<file path="config.mk">
export PLATFORM = sky130hd
export DESIGN_NAME = cache_stream_reader
export DESIGN_NICKNAME = d
export VERILOG_FILES = /design/src/rtl/cache_stream_reader.sv
export SDC_FILE = /design/constraint.sdc
export NUM_CORES = 1
export LEC_CHECK = 0
export BUFFER_PORTS_ARGS = -buffer_cell sky130_fd_sc_hd__buf_4
export CAP_MARGIN = 20
export CORE_AREA = 5 5 220 222
export CTS_CLUSTER_SIZE = 16
export DETAILED_ROUTE_END_ITERATION = 8
export DIE_AREA = 0 0 225 227
export GPL_ROUTABILITY_DRIVEN = 1
export GPL_TIMING_DRIVEN = 1
export SETUP_SLACK_MARGIN = 0.3
export SLEW_MARGIN = 20
export SYNTH_ARGS = -nofsm -noshare
export SYNTH_HDL_FRONTEND = slang
export SYNTH_SLANG_ARGS = --single-unit
</file>
<file path="constraint.sdc">
create_clock -name clk -period 4.3 [get_ports clk]
set_input_delay 0.86 -clock clk [delete_from_list [all_inputs] [get_ports clk]]
set_output_delay 0.86 -clock clk [all_outputs]
set_load 0.02 [all_outputs]
</file>
<file path="src/rtl/cache_stream_reader.sv">
// Sweeps a contiguous cache address range on the read port and delivers the
// returned words as a valid/ready stream through a small credit-managed FIFO.
module cache_stream_reader #(
    parameter int unsigned DATA_WIDTH = 32,
    parameter int unsigned ADDR_WIDTH = 19,
    parameter int unsigned LEN_WIDTH  = 20,
    parameter int unsigned FIFO_DEPTH = 4
) (
    input  logic                  clk,
    input  logic                  rst_n,
    input  logic                  start,
    input  logic [ADDR_WIDTH-1:0] base_addr,
    input  logic [LEN_WIDTH-1:0]  length,
    output logic                  busy,
    output logic                  done,
    output logic [ADDR_WIDTH-1:0] addrb,
    input  logic [DATA_WIDTH-1:0] doutb,
    output logic [DATA_WIDTH-1:0] m_data,
    output logic                  m_valid,
    input  logic                  m_ready,
    output logic                  m_last
);

    localparam int unsigned PW = (FIFO_DEPTH > 1) ? $clog2(FIFO_DEPTH) : 1;
    localparam int unsigned CW = PW + 1;
    localparam int unsigned OW = CW + 1;
    localparam int unsigned EW = DATA_WIDTH + 1;

    typedef enum logic [1:0] {
        S_IDLE = 2'd0,
        S_RUN  = 2'd1,
        S_DONE = 2'd2
    } state_e;

    state_e                state_q, state_d;
    logic [ADDR_WIDTH-1:0] base_q, base_d;
    logic [LEN_WIDTH-1:0]  len_q, len_d;
    logic [LEN_WIDTH-1:0]  issued_q, issued_d;
    logic [LEN_WIDTH-1:0]  ret_q, ret_d;
    logic [ADDR_WIDTH-1:0] addrb_q, addrb_d;
    logic                  s1_q, s1_d;
    logic                  s2_q, s2_d;
    logic                  busy_q, done_q, valid_q;
    logic [EW-1:0]         fifo_q [FIFO_DEPTH];
    logic [PW-1:0]         wr_ptr_q, wr_ptr_d;
    logic [PW-1:0]         rd_ptr_q, rd_ptr_d;
    logic [CW-1:0]         count_q, count_d;

    logic                  push_c, pop_c, push_last_c;
    logic [EW-1:0]         head_c;
    logic [OW-1:0]         occ_c, lim_c;

    assign push_c      = s2_q;
    assign pop_c       = valid_q & m_ready;
    assign head_c      = fifo_q[rd_ptr_q];
    assign push_last_c = (ret_q == len_q - LEN_WIDTH'(1));

    // Credit check: buffered plus in-flight words must leave room for every return.
    assign occ_c = OW'(count_q) + OW'(s1_q) + OW'(s2_q);
    assign lim_c = OW'(FIFO_DEPTH) + OW'(pop_c);

    always_comb begin
        state_d  = state_q;
        base_d   = base_q;
        len_d    = len_q;
        issued_d = issued_q;
        ret_d    = ret_q;
        addrb_d  = addrb_q;
        s1_d     = 1'b0;
        s2_d     = s1_q;
        wr_ptr_d = wr_ptr_q;
        rd_ptr_d = rd_ptr_q;
        count_d  = count_q + CW'(push_c) - CW'(pop_c);

        if (push_c) begin
            wr_ptr_d = wr_ptr_q + PW'(1);
            ret_d    = ret_q + LEN_WIDTH'(1);
        end
        if (pop_c) begin
            rd_ptr_d = rd_ptr_q + PW'(1);
        end

        case (state_q)
            S_IDLE: begin
                if (start) begin
                    base_d   = base_addr;
                    len_d    = length;
                    issued_d = '0;
                    ret_d    = '0;
                    state_d  = (length == '0) ? S_DONE : S_RUN;
                end
            end
            S_RUN: begin
                if ((issued_q < len_q) && (occ_c < lim_c)) begin
                    addrb_d  = base_q + ADDR_WIDTH'(issued_q);
                    issued_d = issued_q + LEN_WIDTH'(1);
                    s1_d     = 1'b1;
                end
                if (pop_c && head_c[DATA_WIDTH]) begin
                    state_d = S_DONE;
                end
            end
            S_DONE: begin
                state_d = S_IDLE;
            end
            default: begin
                state_d = S_IDLE;
            end
        endcase
    end

    always_ff @(posedge clk) begin
        if (!rst_n) begin
            state_q  <= S_IDLE;
            base_q   <= '0;
            len_q    <= '0;
            issued_q <= '0;
            ret_q    <= '0;
            addrb_q  <= '0;
            s1_q     <= 1'b0;
            s2_q     <= 1'b0;
            wr_ptr_q <= '0;
            rd_ptr_q <= '0;
            count_q  <= '0;
            busy_q   <= 1'b0;
            done_q   <= 1'b0;
            valid_q  <= 1'b0;
        end else begin
            state_q  <= state_d;
            base_q   <= base_d;
            len_q    <= len_d;
            issued_q <= issued_d;
            ret_q    <= ret_d;
            addrb_q  <= addrb_d;
            s1_q     <= s1_d;
            s2_q     <= s2_d;
            wr_ptr_q <= wr_ptr_d;
            rd_ptr_q <= rd_ptr_d;
            count_q  <= count_d;
            busy_q   <= (state_d != S_IDLE);
            done_q   <= (state_d == S_DONE);
            valid_q  <= (count_d != '0);
        end
    end

    // Output buffer storage; the last flag travels with each word.
    always_ff @(posedge clk) begin
        if (!rst_n) begin
            for (int i = 0; i < int'(FIFO_DEPTH); i++) begin
                fifo_q[i] <= '0;
            end
        end else if (push_c) begin
            fifo_q[wr_ptr_q] <= {push_last_c, doutb};
        end
    end

    assign busy    = busy_q;
    assign done    = done_q;
    assign addrb   = addrb_q;
    assign m_valid = valid_q;
    assign m_data  = head_c[DATA_WIDTH-1:0];
    assign m_last  = head_c[DATA_WIDTH] & valid_q;

endmodule

</file>
==> results by group, run 1 <==
STA
  – Final setup vio count: 0
  – Final Max Slew Viols: 0
  – Setup tns final: 0 ps
  – Post-route clock period utilization: 79.6%
  – Final Hold Viols: 0
  – Slew HR: 27.7%
  – Unrepaired setup endpoints after global routing: false
  – Final worst slack: 875 ps
  – F_max: 292 MHz
  – Worst Skew: 9.90 ps
  – Slew @ Worst Pin: 1080 ps
  – Minimum clock period: 3420 ps

Critical path
  – R2R Setup Slk: 880 ps
  – Crit path DAT: 3930 ps
  – CP Capture Type: register
  – Worst path max stage delay: 640 ps
  – Crit-path max FO: 20
  – Critical path required time: 4800 ps
  – CP delay by family, top: simple AND/OR/NAND/NOR gates
  – Cell mode on critical path: inv_1
  – Crit-path cells: inv_1 > fa_1 > inv_1 > ha_1 > nand4b_1 > a221oi_2 > o221ai_2 > or3_1 > buf_4 > nor4_1 > mux2i_1
  – Buf+Inv Stages, Crit Path: 3
  – Worst path slowest cell: or3_1
  – Setup CP Type: register to register
  – Worst Setup Start Kind: register

Placement
  – Placement Cell Area: 0.0140 sq mm
  – Placed wire-length estimate: 24.0 mm
  – Gpl congestion: 0.839
  – Port bufs: 129
  – Total placed cells including tap cells: 1,852
  – DP Worst Slack: 869 ps

GRT
  – Gr ovfl total: 0
  – First-pass GRT wire length: 53.5 mm
  – Initial antenna violation count: 0
  – Overall Global Routing Usage: 13.1%
  – Largest net degree at the start of global routing: 52
  – Vias in the first global route: 9,356

Hold path
  – Hold Path Class: register to register

Yosys
  – Synth Cell Area: 0.0123 sq mm
  – Synthesis-stage register bit count: 246
  – Library cells used by synthesis: 63
  – Post-Synth Adder-Cell Area: 4.95%
  – Synth Area in Compound Gates: 9.10%
  – Post-synth EDFFs: 132
  – YS warnings: 0
  – Most used DFF post-synth: edfxtp_1
  – Synth Area in XOR/XNOR: 4.33%
  – Synthesized area per cell: 10.6 sq um
  – Synth area leaders: edfxtp_1 (32%), dfxtp_1 (18%), mux4_2 (6.0%)
  – Share of the synthesized area in the top cell type: 32.1%
  – Post-synthesis instance total: 1,165
  – Post-synth ARST share: 0%
  – Largest area contributor in the netlist: edfxtp_1
  – Syn nets: 1,287
  – Register area share after synthesis: 50.6%
  – Simple-gate portion of the synthesized area: 21.0%
  – Largest family of logic cells by synthesized area: simple AND/OR/NAND/NOR gates
  – Post-synthesis mux area share: 6.84%

Final layout
  – Fill cell count: 4,662
  – NumNets Final: 1,398
  – Multi-input gate area: 0.00573 sq mm
  – Layout cells sized above 1: 19.2%
  – Post-Layout Inst Area: 0.0151 sq mm
  – Area growth syn-to-layout: 22.5%
  – Finished Layout Cells: 1,906
  – FF+latch area: 0.00625 sq mm
  – Ant diodes: 0

Detailed routing
  – Final WL: 34.5 mm
  – Via count: 9,325
  – Pre-antenna DRT Iters: 5
  – DRC: 0
  – DR WL/cell: 18.1 um
  – DR vias/cell: 4.89
  – DR iter-0 viols: 686
  – Detail Route Antenna Nets: 0

Floorplan
  – Die H: 227 um
  – # IOs: 130
  – Die area: 0.0511 sq mm
  – Core ar.: 0.0462 sq mm
  – Starting density of the core: 26.7%
  – Core Rows: 79
  – DIE WIDTH: 225 um

Clocking
  – CTS Hold Bufs: 0
  – Clk buf depth: 3
  – Root buf cell: clkbuf_16
  – CTS buffer count: 29
  – CTS resizes: 0
  – Post-CTS setup buffers: 0
  – Htree depth: 1
  – CTS tree: done
  – Clk slew on worst S/H paths: 70 ps
  – CTS sink count: 246
  – Worst skew pair latency: 570 ps

Pwr
  – PwrDens: 434 mW/mm^2
  – Lkg Pwr: 5.92 nW
  – Power, Total: 0.00656 W
  – Maximum VDD drop: 0.292 mV

Run
  – Max cap viols: 0

Status
  – Outcome: completed
[worst reg2reg max path, stage by stage (launching register included)]
cell      delay [ps]
dfxtp_1          310
inv_1             60
fa_1             400
inv_1             90
ha_1             220
nand4b_1         180
a221oi_2         330
o221ai_2         210
or3_1            640
buf_4            330
nor4_1           380
mux2i_1          210
[cell usage in the layout (no fill, tap or decap), types with 10 or more instances in the layout]
master / netlist / layout
xnor2_1: 37 / 37
xor2_1: 24 / 24
nor3_1: 21 / 19
a21oi_1: 79 / 79
and3_1: 75 / 75
mux4_2: 33 / 33
clkbuf_16: 0 / 29
ha_1: 44 / 44
or3_1: 14 / 14
a211oi_1: 10 / 10
buf_4: 0 / 144
and2_1: 72 / 72
inv_1: 36 / 35
dfxtp_1: 114 / 113
nor2_1: 62 / 61
o21ai_0: 20 / 20
nand2_1: 134 / 134
nand4_1: 18 / 18
o31ai_1: 11 / 11
nand3_1: 31 / 31
edfxtp_1: 132 / 132
nor4_1: 12 / 12
[metrics by stage]
stage	utilization (%)	hold WS, ps
finish	32.8	455
detailed placement	30.4	455
global route	32.8	476
global placement	30.3	447
CTS	32.8	462
floorplan	-	441
[sequential cells by signal, summed over array words and instances (netlist names), 2 cells and up, named ones only]
register	count
base_q	19
addrb	19
issued_q	20
ret_q	20
len_q	20
state_q	2
rd_ptr_q	2
fifo_q	132
count_q	3
wr_ptr_q	2
[report_power, final]
group / leakage [nW] / switching [W] / total, W / internal [W]
clock network: 0.537 / 0.00104 / 0.00283 / 0.00179
registers: 2.29 / 0.000108 / 0.00270 / 0.00259
logic: 3.09 / 0.000572 / 0.00103 / 0.000457
[synth_stat cells (7+ instances only)]
master and n:
a31oi_1 9, a21o_1 8, o31ai_1 11, nor3_1 21
clkbuf_1 58, nand3_1 31, nor2_1 62, and4_1 7
dfxtp_1 114, nand2_1 134, and3_1 75, xor2_1 24
or4_1 8, inv_1 36, and2_1 72, edfxtp_1 132
a21oi_1 79, nor4_1 12, mux2i_1 9, o21ai_0 20
a211oi_1 10, ha_1 44, mux4_2 33, or3_1 14
xnor2_1 37, nand4_1 18, o21a_1 7
[logic make-up (layout without fill, tap and decap cells)]
family	Yosys count	in the layout
AOI/OAI and AO/OA	177	177
DFF	246	246
xor gates and xnor gates	61	61
and+or+nand+nor	488	488
buffers and inverters	103	237
muxes	43	43
adders and majority gates	47	47
[area by class of cell]
type                            instances  share of cell area (%)
Tap cell                              607                    5.02
Inverter                               36                   0.894
Clock inverter                         23                    2.38
Sequential cell                       246                    41.3
Timing Repair Buffer                  147                    7.60
Multi-Input combinational cell        816                    37.9
Clock buffer                           31                    4.92
[layer usage]
layer,routed length (um),global-route usage (%),vias up
met5,0,0,-
met4,792,3.22,0
met3,1850,2.31,52
met2,16500,22.5,248
met1,15300,17.3,4550
li1,-,-,4475
[final timing paths]
| kind | start | to | depth (start not counted) |
|---|---|---|---|
| worst min-delay path | addrb[14] | addrb[14] | 2 |
| worst min register to register | addrb[14] | addrb[14] | 2 |
| worst max register to register | s1_q | issued_q[19] | 11 |
| worst max-delay path | s1_q | issued_q[19] | 11 |
(Power assumes the default switching activity.)
==> run 2, diff against run 1 <==
==> constraint.sdc (replaced) <==
create_clock -name clk -period 2.8 [get_ports clk]
set_input_delay 0.56 -clock clk [delete_from_list [all_inputs] [get_ports clk]]
set_output_delay 0.56 -clock clk [all_outputs]
set_load 0.02 [all_outputs]
==> run 2 against run 1 <==
  * The run now ends with setup timing left
  * Sequential power is 52% higher
  * Sequential share of layout area is 3.0 points lower
  * First-iteration DRC count is 1.7% lower
  * Routed wire length is 5.4% higher
  * Critical path type unchanged
  * Critical endpoint is now issued_q[8]
==> results by group, run 2 (same netlist as run 1, synthesis figures left out) <==
Floorplan
  – Core ar.: 0.0462 sq mm
  – Core Rows: 79
  – Die area: 0.0511 sq mm
  – Starting density of the core: 26.7%
  – # IOs: 130
  – Die H: 227 um
  – DIE WIDTH: 225 um

Pwr
  – Maximum VDD drop: 0.410 mV
  – Power, Total: 0.0101 W
  – PwrDens: 617 mW/mm^2
  – Lkg Pwr: 6.46 nW

Detailed routing
  – DRC: 0
  – DR iter-0 viols: 674
  – DR vias/cell: 4.89
  – Via count: 9,689
  – DR WL/cell: 18.3 um
  – Detail Route Antenna Nets: 0
  – Final WL: 36.3 mm
  – Pre-antenna DRT Iters: 5

Clocking
  – CTS tree: done
  – CTS sink count: 246
  – CTS buffer count: 29
  – Worst skew pair latency: 560 ps
  – Clk slew on worst S/H paths: 60 ps
  – Htree depth: 1
  – Clk buf depth: 3
  – Root buf cell: clkbuf_16

Placement
  – DP Worst Slack: -98.3 ps
  – Gpl congestion: 0.874
  – Placed wire-length estimate: 24.8 mm
  – Port bufs: 129

GRT
  – First-pass GRT wire length: 55.8 mm
  – M3 GR Usage: 2.28%
  – Gr ovfl total: 0
  – Largest net degree at the start of global routing: 43
  – Global route hottest layer: met2
  – Initial antenna violation count: 0
  – Grt met1 use: 17.8%
  – Met2 Resource Use GR: 24.2%
  – Vias in the first global route: 9,701
  – Overall Global Routing Usage: 13.7%

Final layout
  – Top reg by flops: fifo_q
  – NumNets Final: 1,474
  – Fill cell count: 4,534
  – Ant diodes: 0
  – Commonest non-fill, non-tap cell in the layout: buf_4
  – Number of flip-flops in the largest register: 132
  – Commonest non-fill, non-tap cells in the layout: buf_4 (168), edfxtp_1 (132), nand2_1 (128)
  – Area growth syn-to-layout: 32.3%
  – Layout cells sized above 1: 28.4%

Critical path
  – R2R Setup Slk: -130 ps
  – CP Capture Type: register
  – Crit-path max FO: 8
  – Path depth of the worst reg2reg path: 11
  – Worst reg2reg path startpoint: s1_q
  – Crit path DAT: 3420 ps
  – RR Endpoint: issued_q[8]
  – Worst Setup Start Kind: register
  – Setup CP Type: register to register
  – Critical path required time: 3290 ps

STA
  – Slew HR: 54.6%
  – Post-route clock period utilization: 105%
  – Unrepaired setup endpoints after global routing: true
  – Worst Skew: 10.9 ps
  – F_max: 342 MHz
  – Minimum clock period: 2930 ps
  – Final setup vio count: 24
  – Final Max Slew Viols: 0
  – Final worst slack: -128 ps
  – Slew @ Worst Pin: 679 ps
  – Final Hold Viols: 0

Status
  – Outcome: finished with violations
  – Failing checks: setup timing

Hold path
  – Hold path endpoint: busy
  – Worst Hold Depth: 3
  – Hold Path Class: primary input to register
  – Hold Startpoint: start

Run
  – Max cap viols: 0
[run 2: cell count changes in the layout (fill, tap and decap cells not counted), moves of 5 or more]
cell / before / now
a21oi_1: 79 / 73
dfxtp_1: 113 / 107
bufinv_16: 9 / 3
a21oi_2: 0 / 6
nand2_1: 134 / 128
buf_6: 0 / 38
nand3_2: 0 / 6
nand3_1: 31 / 24
buf_4: 144 / 168
buf_12: 2 / 10
inv_1: 35 / 30
clkbuf_1: 1 / 6
[run 2: cell type report]
class / instances / area [sq um] / area share (%)
sequential: 246 / 6260 / 38.3
multi-input combinational: 816 / 6170 / 37.8
timing repair buffer: 223 / 2040 / 12.5
clock buffer: 40 / 817 / 5.00
tap: 607 / 759 / 4.65
clock inverter: 13 / 143 / 0.873
inverter: 36 / 140 / 0.858
[run 2: worst max path at each step]
stage          slack (ps)   start  cells after the start            to
4_1_cts               -60    s1_q                     11   issued_q[8]
2_1_floorplan         -30  push_c                     12  issued_q[14]
5_1_grt              -240    s1_q                     11   issued_q[8]
3_5_place_dp         -100    s1_q                     12  issued_q[18]
3_3_place_gp          -70    s1_q                     12  issued_q[18]
6_report             -130    s1_q                     11   issued_q[8]
[run 2: per-layer routing]
metal  vias to the layer above  part of all wire, %  routed length (um)
li1                       4637                    -                   -
met1                      4746                   43               15500
met2                       258                   50               18200
met3                        48                  5.3                1940
met4                         0                  1.7                 621
met5                         -                    0                   0
[run 2: per-stage QoR]
step | cell area, sq um | util [%] | hold slack (ps) | TNS (ps) | instances
after detailed placement | 14500 | 31.3 | 453 | -270 | 1898
after global routing | 16300 | 35.4 | 237 | -5370 | 1981
after global placement | 14500 | 31.3 | 457 | -68.4 | 1898
after floorplan | 12500 | - | 441 | -136 | 1165
after CTS | 16100 | 34.8 | 223 | -308 | 1969
final | 16300 | 35.4 | 246 | -1200 | 1981
[run 2: power breakdown]
| group | switching [W] | total (W) | internal, W | leakage, nW |
|---|---|---|---|---|
| Sequential | 0.000127 | 0.00411 | 0.00398 | 2.29 |
| Combinational | 0.00110 | 0.00217 | 0.00107 | 3.69 |
| Clock | 0.00150 | 0.00380 | 0.00230 | 0.473 |
| Total | 0.00273 | 0.0101 | 0.00734 | 6.46 |
[run 2: timing repair]
action | in CTS | in global routing
pin swaps | 19 | 26
setup endpoints to repair | 77 | 70
setup buffers | 13 | 12
gates cloned | 5 | 0
hold buffers | 0 | 0
resized for setup | 96 | 42
[run 2: worst max-delay path: stages, from the launching register on]
cell and delay (ps):
dfxtp_2 320, inv_2 40, fa_2 380, inv_2 80
ha_4 190, nand4b_1 190, a221oi_2 310, o221ai_2 160
or3_4 380, buf_12 160, or4_4 510, a21oi_2 140
